### src/rtl/add_sub_serial.sv
// add_sub_serial: chunked signed add/subtract with overflow/carry flags, optional accumulate.
// Latency N = LEN/CHUNK cycles from accepted i_start to o_done; one operation in flight.
// No queuing: i_start is ignored while busy. `define ADD_SUB_SAT_EN to clamp o_sum on overflow.
module add_sub_serial #(
  parameter int LEN   = 16,
  parameter int CHUNK = 4
) (
  input  logic           i_clk,
  input  logic           i_rst_n,
  input  logic           i_start,
  input  logic           i_sub,
  input  logic           i_acc,
  input  logic [LEN-1:0] i_a,
  input  logic [LEN-1:0] i_b,
  output logic           o_busy,
  output logic           o_done,
  output logic [LEN-1:0] o_sum,
  output logic           o_overflow,
  output logic           o_carry
);

  localparam int N  = LEN / CHUNK;
  localparam int CW = (N > 1) ? $clog2(N) : 1;

  localparam logic [0:0] S_IDLE = 1'b0;
  localparam logic [0:0] S_RUN  = 1'b1;

  logic [0:0]     state_q, state_d;
  logic [CW-1:0]  cnt_q, cnt_d;
  logic [LEN-1:0] opa_q, opa_d;
  logic [LEN-1:0] opb_q, opb_d;
  logic [LEN-1:0] res_q, res_d;
  logic           cin_q, cin_d;
  logic           a_msb_q, a_msb_d;
  logic           b_msb_q, b_msb_d;
  logic [LEN-1:0] sum_q, sum_d;
  logic           ovf_q, ovf_d;
  logic           carry_q, carry_d;
  logic           done_q, done_d;

  logic [LEN-1:0] opa_sel;
  logic [LEN-1:0] opb_sel;
  logic [CHUNK:0] chunk_sum;
  logic [LEN-1:0] res_next;
  logic [LEN-1:0] final_sum;
  logic           last;
  logic           ovf_now;

  // Operand A/B as they will be latched on an accepted start (B inverted for subtract).
  assign opa_sel = i_acc ? sum_q : i_a;
  assign opb_sel = i_sub ? ~i_b : i_b;

  // Operands shift right each cycle, so the active chunk is always the low CHUNK bits.
  assign chunk_sum = {1'b0, opa_q[CHUNK-1:0]} + {1'b0, opb_q[CHUNK-1:0]}
                   + {{CHUNK{1'b0}}, cin_q};

  // Result bits enter at the top; after N chunks the full word is aligned.
  assign res_next = (LEN'(chunk_sum[CHUNK-1:0]) << (LEN - CHUNK)) | (res_q >> CHUNK);

  assign last    = (cnt_q == CW'(N - 1));
  assign ovf_now = (a_msb_q == b_msb_q) && (res_next[LEN-1] != a_msb_q);

`ifdef ADD_SUB_SAT_EN
  // Clamp toward the sign of operand A (the true result's sign when overflow occurs).
  assign final_sum = !ovf_now ? res_next :
                     (a_msb_q ? {1'b1, {(LEN-1){1'b0}}} : {1'b0, {(LEN-1){1'b1}}});
`else
  assign final_sum = res_next;
`endif

  // Next-state: accept a start in IDLE, process one chunk per RUN cycle, publish on the last.
  always_comb begin
    state_d = state_q;
    cnt_d   = cnt_q;
    opa_d   = opa_q;
    opb_d   = opb_q;
    res_d   = res_q;
    cin_d   = cin_q;
    a_msb_d = a_msb_q;
    b_msb_d = b_msb_q;
    sum_d   = sum_q;
    ovf_d   = ovf_q;
    carry_d = carry_q;
    done_d  = 1'b0;
    case (state_q)
      S_IDLE: begin
        if (i_start) begin
          state_d = S_RUN;
          cnt_d   = '0;
          opa_d   = opa_sel;
          opb_d   = opb_sel;
          res_d   = '0;
          cin_d   = i_sub;
          a_msb_d = opa_sel[LEN-1];
          b_msb_d = opb_sel[LEN-1];
        end
      end
      S_RUN: begin
        opa_d = opa_q >> CHUNK;
        opb_d = opb_q >> CHUNK;
        res_d = res_next;
        cin_d = chunk_sum[CHUNK];
        cnt_d = cnt_q + CW'(1);
        if (last) begin
          state_d = S_IDLE;
          cnt_d   = '0;
          sum_d   = final_sum;
          carry_d = chunk_sum[CHUNK];
          ovf_d   = ovf_now;
          done_d  = 1'b1;
        end
      end
      default: state_d = S_IDLE;
    endcase
  end

  // State and datapath registers; reset aborts any operation in flight.
  always_ff @(posedge i_clk or negedge i_rst_n) begin
    if (!i_rst_n) begin
      state_q <= S_IDLE;
      cnt_q   <= '0;
      opa_q   <= '0;
      opb_q   <= '0;
      res_q   <= '0;
      cin_q   <= 1'b0;
      a_msb_q <= 1'b0;
      b_msb_q <= 1'b0;
      sum_q   <= '0;
      ovf_q   <= 1'b0;
      carry_q <= 1'b0;
      done_q  <= 1'b0;
    end else begin
      state_q <= state_d;
      cnt_q   <= cnt_d;
      opa_q   <= opa_d;
      opb_q   <= opb_d;
      res_q   <= res_d;
      cin_q   <= cin_d;
      a_msb_q <= a_msb_d;
      b_msb_q <= b_msb_d;
      sum_q   <= sum_d;
      ovf_q   <= ovf_d;
      carry_q <= carry_d;
      done_q  <= done_d;
    end
  end

  assign o_busy     = (state_q == S_RUN);
  assign o_done     = done_q;
  assign o_sum      = sum_q;
  assign o_overflow = ovf_q;
  assign o_carry    = carry_q;

endmodule

### config.mk
export PLATFORM = sky130hd
export DESIGN_NAME = add_sub_serial
export DESIGN_NICKNAME = d
export VERILOG_FILES = /design/src/rtl/add_sub_serial.sv
export SDC_FILE = /design/constraint.sdc
export NUM_CORES = 1
export LEC_CHECK = 0
export ABC_AREA = 1
export ABC_CLOCK_PERIOD_IN_PS = 1700
export CORE_MARGIN = 1
export CORE_UTILIZATION = 47
export CTS_CLUSTER_SIZE = 14
export DETAILED_ROUTE_END_ITERATION = 8
export HOLD_SLACK_MARGIN = 0.06
export PLACE_DENSITY = 0.86
export SYNTH_ARGS = -nofsm -noshare
export SYNTH_HDL_FRONTEND = slang
export SYNTH_SLANG_ARGS = --single-unit
### constraint.sdc
create_clock -name i_clk -period 1.7 [get_ports i_clk]
set_input_delay 0.34 -clock i_clk [delete_from_list [all_inputs] [get_ports i_clk]]
set_output_delay 0.34 -clock i_clk [all_outputs]
set_load 0.01 [all_outputs]
# Word level (Yosys, flattened, before mapping)
# Cells that the tools add are included.
[word_totals]
inputBits = 37
register_bits = 73
output_inout_bits = 20
[classes]
eq_ne = 4
n_bitwise = 3
muxes = 18
n_addsub = 3
n_reduce_logical = 3
[ops]
columns = ["cell", "count"]
rows = [
  ["$pmux 16 s2", 3],
  ["$mux 16", 5],
  ["$not 16->16", 1],
  ["$or 16x12->16", 1],
  ["$add 4x4->5", 1],
  ["$add 5x1->5", 1],
  ["$mux 1", 5],
  ["$mux 2", 2],
  ["$pmux 1 s2", 2],
  ["$pmux 2 s2", 1],
  ["$reduce_and 2->1", 2],
  ["$add 2x1->2 const B", 1],
  ["$eq 2x2->1 const B", 1],
  ["$ne 2x2->1 const B", 1],
  ["$eq 1x1->1", 1],
  ["$logic_and 1x1->1", 1],
  ["$ne 1x1->1", 1],
  ["$not 1->1", 1],
]

# Depth between registers and ports, before layout
[logic_depth]
ltp_word = 5
ltp_mapped = 8
ltp_nobuf = 8

# Worst setup path before layout
# No wires, ideal clock.
[synth_timing]
kind = "reg-to-reg"
start = "register opa_q[0]"
end = "register cin_q"
path_stages_with_launch = 7
path_slack_ps = -3
arrival_ps = 1579
synth_period_minus_slack_ps = 1703
setup_time_ps = 124
path_buffers = 0
t_required_ps = 1576
path_cell_list = "dfrtp_1 fa_1 fa_1 a21oi_1 o21bai_1 nand2_1 nand3_1"
[synth_between]
elab_chain_len = 3
[synth_lines]
columns = ["element", "line", "text"]
rows = [
  ["start: declaration", "30", "logic [LEN-1:0] opa_q, opa_d;"],
  ["start signal: assignment", "135", "opa_q <= opa_d;"],
  ["$add 4x4->5", "54", "assign chunk_sum = {1'b0, opa_q[CHUNK-1:0]} + {1'b0, opb_q[CHUNK-1:0]}"],
  ["$add 5x1->5", "55", "+ {{CHUNK{1'b0}}, cin_q};"],
  ["$pmux 1 s2", "85", "case (state_q)"],
  ["end signal: assignment", "138", "cin_q <= cin_d;"],
  ["end: declaration", "33", "logic cin_q, cin_d;"],
]
# No other way between the ends.
# A chain may end at the register's enable or synchronous reset.

# Final worst setup path
[layout_timing]
start = "register cin_q"
end = "register cin_q"
[layout_between]
elab_chain_len = 2
[layout_lines]
columns = ["element", "line"]
rows = [
  ["$add 5x1->5", "55"],
  ["$pmux 1 s2", "85"],
]
# No other way between the ends.

==> metrics.md <==
| Metric | Value |
|---|---|
| Synth Warn # | 0 |
| Tot GR Track Use | 24.1% |
| RD Place Congestion | 0.912 |
| Fin. max-slew vios | 0 |
| Final hold vios | 0 |
| Status | finished, violations left |
| Worst path slowest cell | fa_2 |
| Met3 track utilization from global routing | 4.75% |
| Total leakage power | 1.83 nW |
| CP Capture Type | flip-flop |
| Post-synthesis mux area share | 0% |
| Largest net degree at the start of global routing | 33 |
| Fin crit share | 104% |
| Pwr per Cell Area | 1630 mW/mm^2 |
| Post-synthesis simple-gate area fraction | 12.7% |
| Setup slack after layout | -0.0705 ns |
| Final Non-Filler Cells | 474 |
| Failing checks | negative setup slack |
| Skew final | 0.0120 ns |
| CP Buf/Inv Count | 0 |
| 1st-iter DRT viols | 332 |
| M2 GR Usage | 37.9% |
| IR drop worst, VDD | 0.00110 V |
| Placed wire-length estimate | 5440 um |
| Minimum clock period | 1.77 ns |
| DR WL/cell | 17.1 um |
| Clock root buffer | clkbuf_8 |
| Port bufs | 56 |
| Vias/cell | 5.74 |
| Core area | 0.00639 mm^2 |
| Headroom to the max-slew limit | 67.7% |
| Rows | 29 |
| Netlist cell types | 23 |
| Seq/Total Area, Yosys | 55.3% |
| Hold Path Class | in -> async |
| Maxcap violations | 0 |
| Die Width | 83.5 um |
| Mapped Cells | 327 |
| Crit-path max FO | 2 |
| Setup TNS | -0.175 ns |
| Critical Path Most Common Cell | fa_2 |
| TritonRoute pass-1 iters | 5 |
| # fillers | 484 |
| Reg clk slew, reported paths | 0.08 ns |
| Syn_nets | 370 |
| Final cell utilization of the core | 63.9% |
| Layout area overhead | 30.6% |
| Max frequency | 0.565 GHz |
| GR met1 Demand/Resource | 30.7% |
| Total grt overflow | 0 |
| Synth Register Bits | 69 |
| Drc violations | 0 |
| Post-Synth XOR/XNOR Area | 4.49% |
| CTS sink cnt | 69 |
| First-pass GRT wire length | 13,000 um |
| Die area | 0.00697 mm^2 |
| Antenna diodes | 0 |
| Die Y | 83.5 um |
| Unrepaired setup endpoints after global routing | yes |
| Largest family of logic cells by synthesized area | compound AO/OA/AOI/OAI gates |
| Startpoint types | flip-flop |
| Layout cells sized above 1 | 10.8% |
| Synthesized area | 0.00312 mm^2 |
| Final hold slack | 0.476 ns |
| Number of CTS-inserted buffers | 9 |
| Fin nets | 435 |
| I/O Pins | 57 |
| Routed WL | 8090 um |
| Max Root-Sink Buffers | 2 |
| Antenna violations before repair | 0 |
| TritonCTS clock tree | built |
| Max stage delay on crit path | 0.43 ns |
| Clock latency on the worst-skew pair | 0.36 ns |
| Worst-Margin Slew | 0.484 ns |
| H-tree depth | 3 |
| Worst path cell trace | fa_2, fa_2, a21oi_2, o21bai_1, nand2_1, nand3_1 |
| Post-Place Cells | 456 |
| # setup viols final | 5 |
| Post-detailed-route count of antenna-violating nets | 0 |
| Vias in the first global route | 2,637 |
| Arrival @ worst endpoint | 2.00 ns |
| Compound-Gate Fraction of Synth Area | 17.6% |
| Req. time, crit path | 1.93 ns |
| Critical path type | reg -> reg |
| Post-synthesis adder-cell area fraction | 2.88% |
| Vias | 2,719 |
| Syn avg cell area | 9.55 um^2 |
| Top delay family on crit path | adder cells |
| Busiest grt layer | met2 |
| Starting density of the core | 48.9% |
| Total power | 6.66 mW |
logic make-up (layout without fill, tap and decap cells):
logic type                 Yosys count  after routing
AOI/OAI and AO/OA                   93             93
xor gates and xnor gates            16             16
adders and majority gates            6              6
buffers and inverters               45            115
DFF                                 69             69
and+or+nand+nor                     98             98
through the flow:
| step | cell area (um^2) | worst slack (ns) |
|---|---|---|
| global route | 4080 | -0.194 |
| finish | 4080 | -0.0705 |
| global placement | 3830 | 0.0350 |
| floorplan | 3130 | 0.0598 |
| CTS | 4060 | 0.00156 |
| detailed placement | 3830 | -0.0441 |
sequential cells by signal (all words and copies together) (netlist names):
| name | cells |
|---|---|
| b_msb_q | 1 |
| o_overflow | 1 |
| o_done | 1 |
| opb_q | 16 |
| res_q | 12 |
| o_busy | 1 |
| cnt_q | 2 |
| o_carry | 1 |
| opa_q | 16 |
| o_sum | 16 |
| cin_q | 1 |
| a_msb_q | 1 |
timing repair:
action / in CTS / in global routing
endpoints found under the setup margin: 6 / 6
setup buffers: 1 / 0
gates cloned: 0 / 0
hold endpoints to repair: 16 / 0
pin swaps: 0 / 5
hold buffers: 1 / 0
gates resized for setup: 2 / 4
cells in the mapped netlist:
cell      number  area share (%)
o21bai_1       1            0.24
inv_2          3            0.36
xnor2_1       16             4.5
o22ai_1       13             2.6
clkbuf_1       3            0.36
a22oi_1       12             2.9
buf_6          4             1.4
a22o_1         1            0.28
o21ai_0       40             6.4
nor2_1        19             2.3
nand2_4        2            0.72
o211ai_1      13             3.1
a21oi_1        4            0.64
o21ai_1        9             1.4
inv_1         23             2.8
buf_2          9             1.4
buf_4          2            0.48
fa_1           2             1.3
inv_4          1            0.20
ha_1           4             1.6
dfrtp_1       69              55
nand2_1       67             8.1
nand3_1       10             1.6
routing by layer:
| layer | vias to the layer above | routed length, um | part of all wire [%] |
|---|---|---|---|
| met5 | - | 0 | 0 |
| met4 | 0 | 248 | 3.1 |
| met3 | 26 | 532 | 6.6 |
| met2 | 127 | 4050 | 50 |
| met1 | 1332 | 3260 | 40 |
| li1 | 1234 | - | - |
cells in the final DEF (no fill, tap or decap), drive strengths merged:
cell type	n
a22oi	12
inv	27
bufinv	2
o22ai	13
dlygate4sd3	1
clkinv	4
nand2	69
a21oi	4
o21ai	49
fa	2
buf	16
ha	4
xnor2	16
o21bai	1
clkbuf	10
nor2	19
nand3	10
o211ai	13
clkdlybuf4s50	55
dfrtp	69
a22o	1
path summary, 6_finish.rpt:
kind	startpoint	endpoint	slack, ns	cells past startpoint
max	cin_q$_DFFE_PN0P_	cin_q$_DFFE_PN0P_	-0.07	6
min	i_rst_n	o_sum[5]$_DFFE_PN0P_	0.48	2
max reg2reg	cin_q$_DFFE_PN0P_	cin_q$_DFFE_PN0P_	-0.07	6
min reg2reg	o_overflow$_DFFE_PN0P_	o_overflow$_DFFE_PN0P_	0.49	2
max in group asynchronous	i_rst_n	opb_q[2]$_DFFE_PN0P_	0.71	3
min in group i_clk	o_overflow$_DFFE_PN0P_	o_overflow$_DFFE_PN0P_	0.49	2
power breakdown:
group          internal, mW  switching, mW  total (mW)
registers              2.26          0.429        2.69
clock network         0.826          0.633        1.46
logic                  1.12           1.39        2.51
area by class of cell:
cell class	count	area, um^2	share of cell area (%)
inverter	27	104	2.55
sequential	69	1730	42.3
clock buffer	10	128	3.13
timing repair buffer	72	741	18.2
multi-input combinational	213	1190	29.3
tap	77	96.3	2.36
clock inverter	6	87.6	2.15
Note: power is estimated with default switching activity, not from simulation.
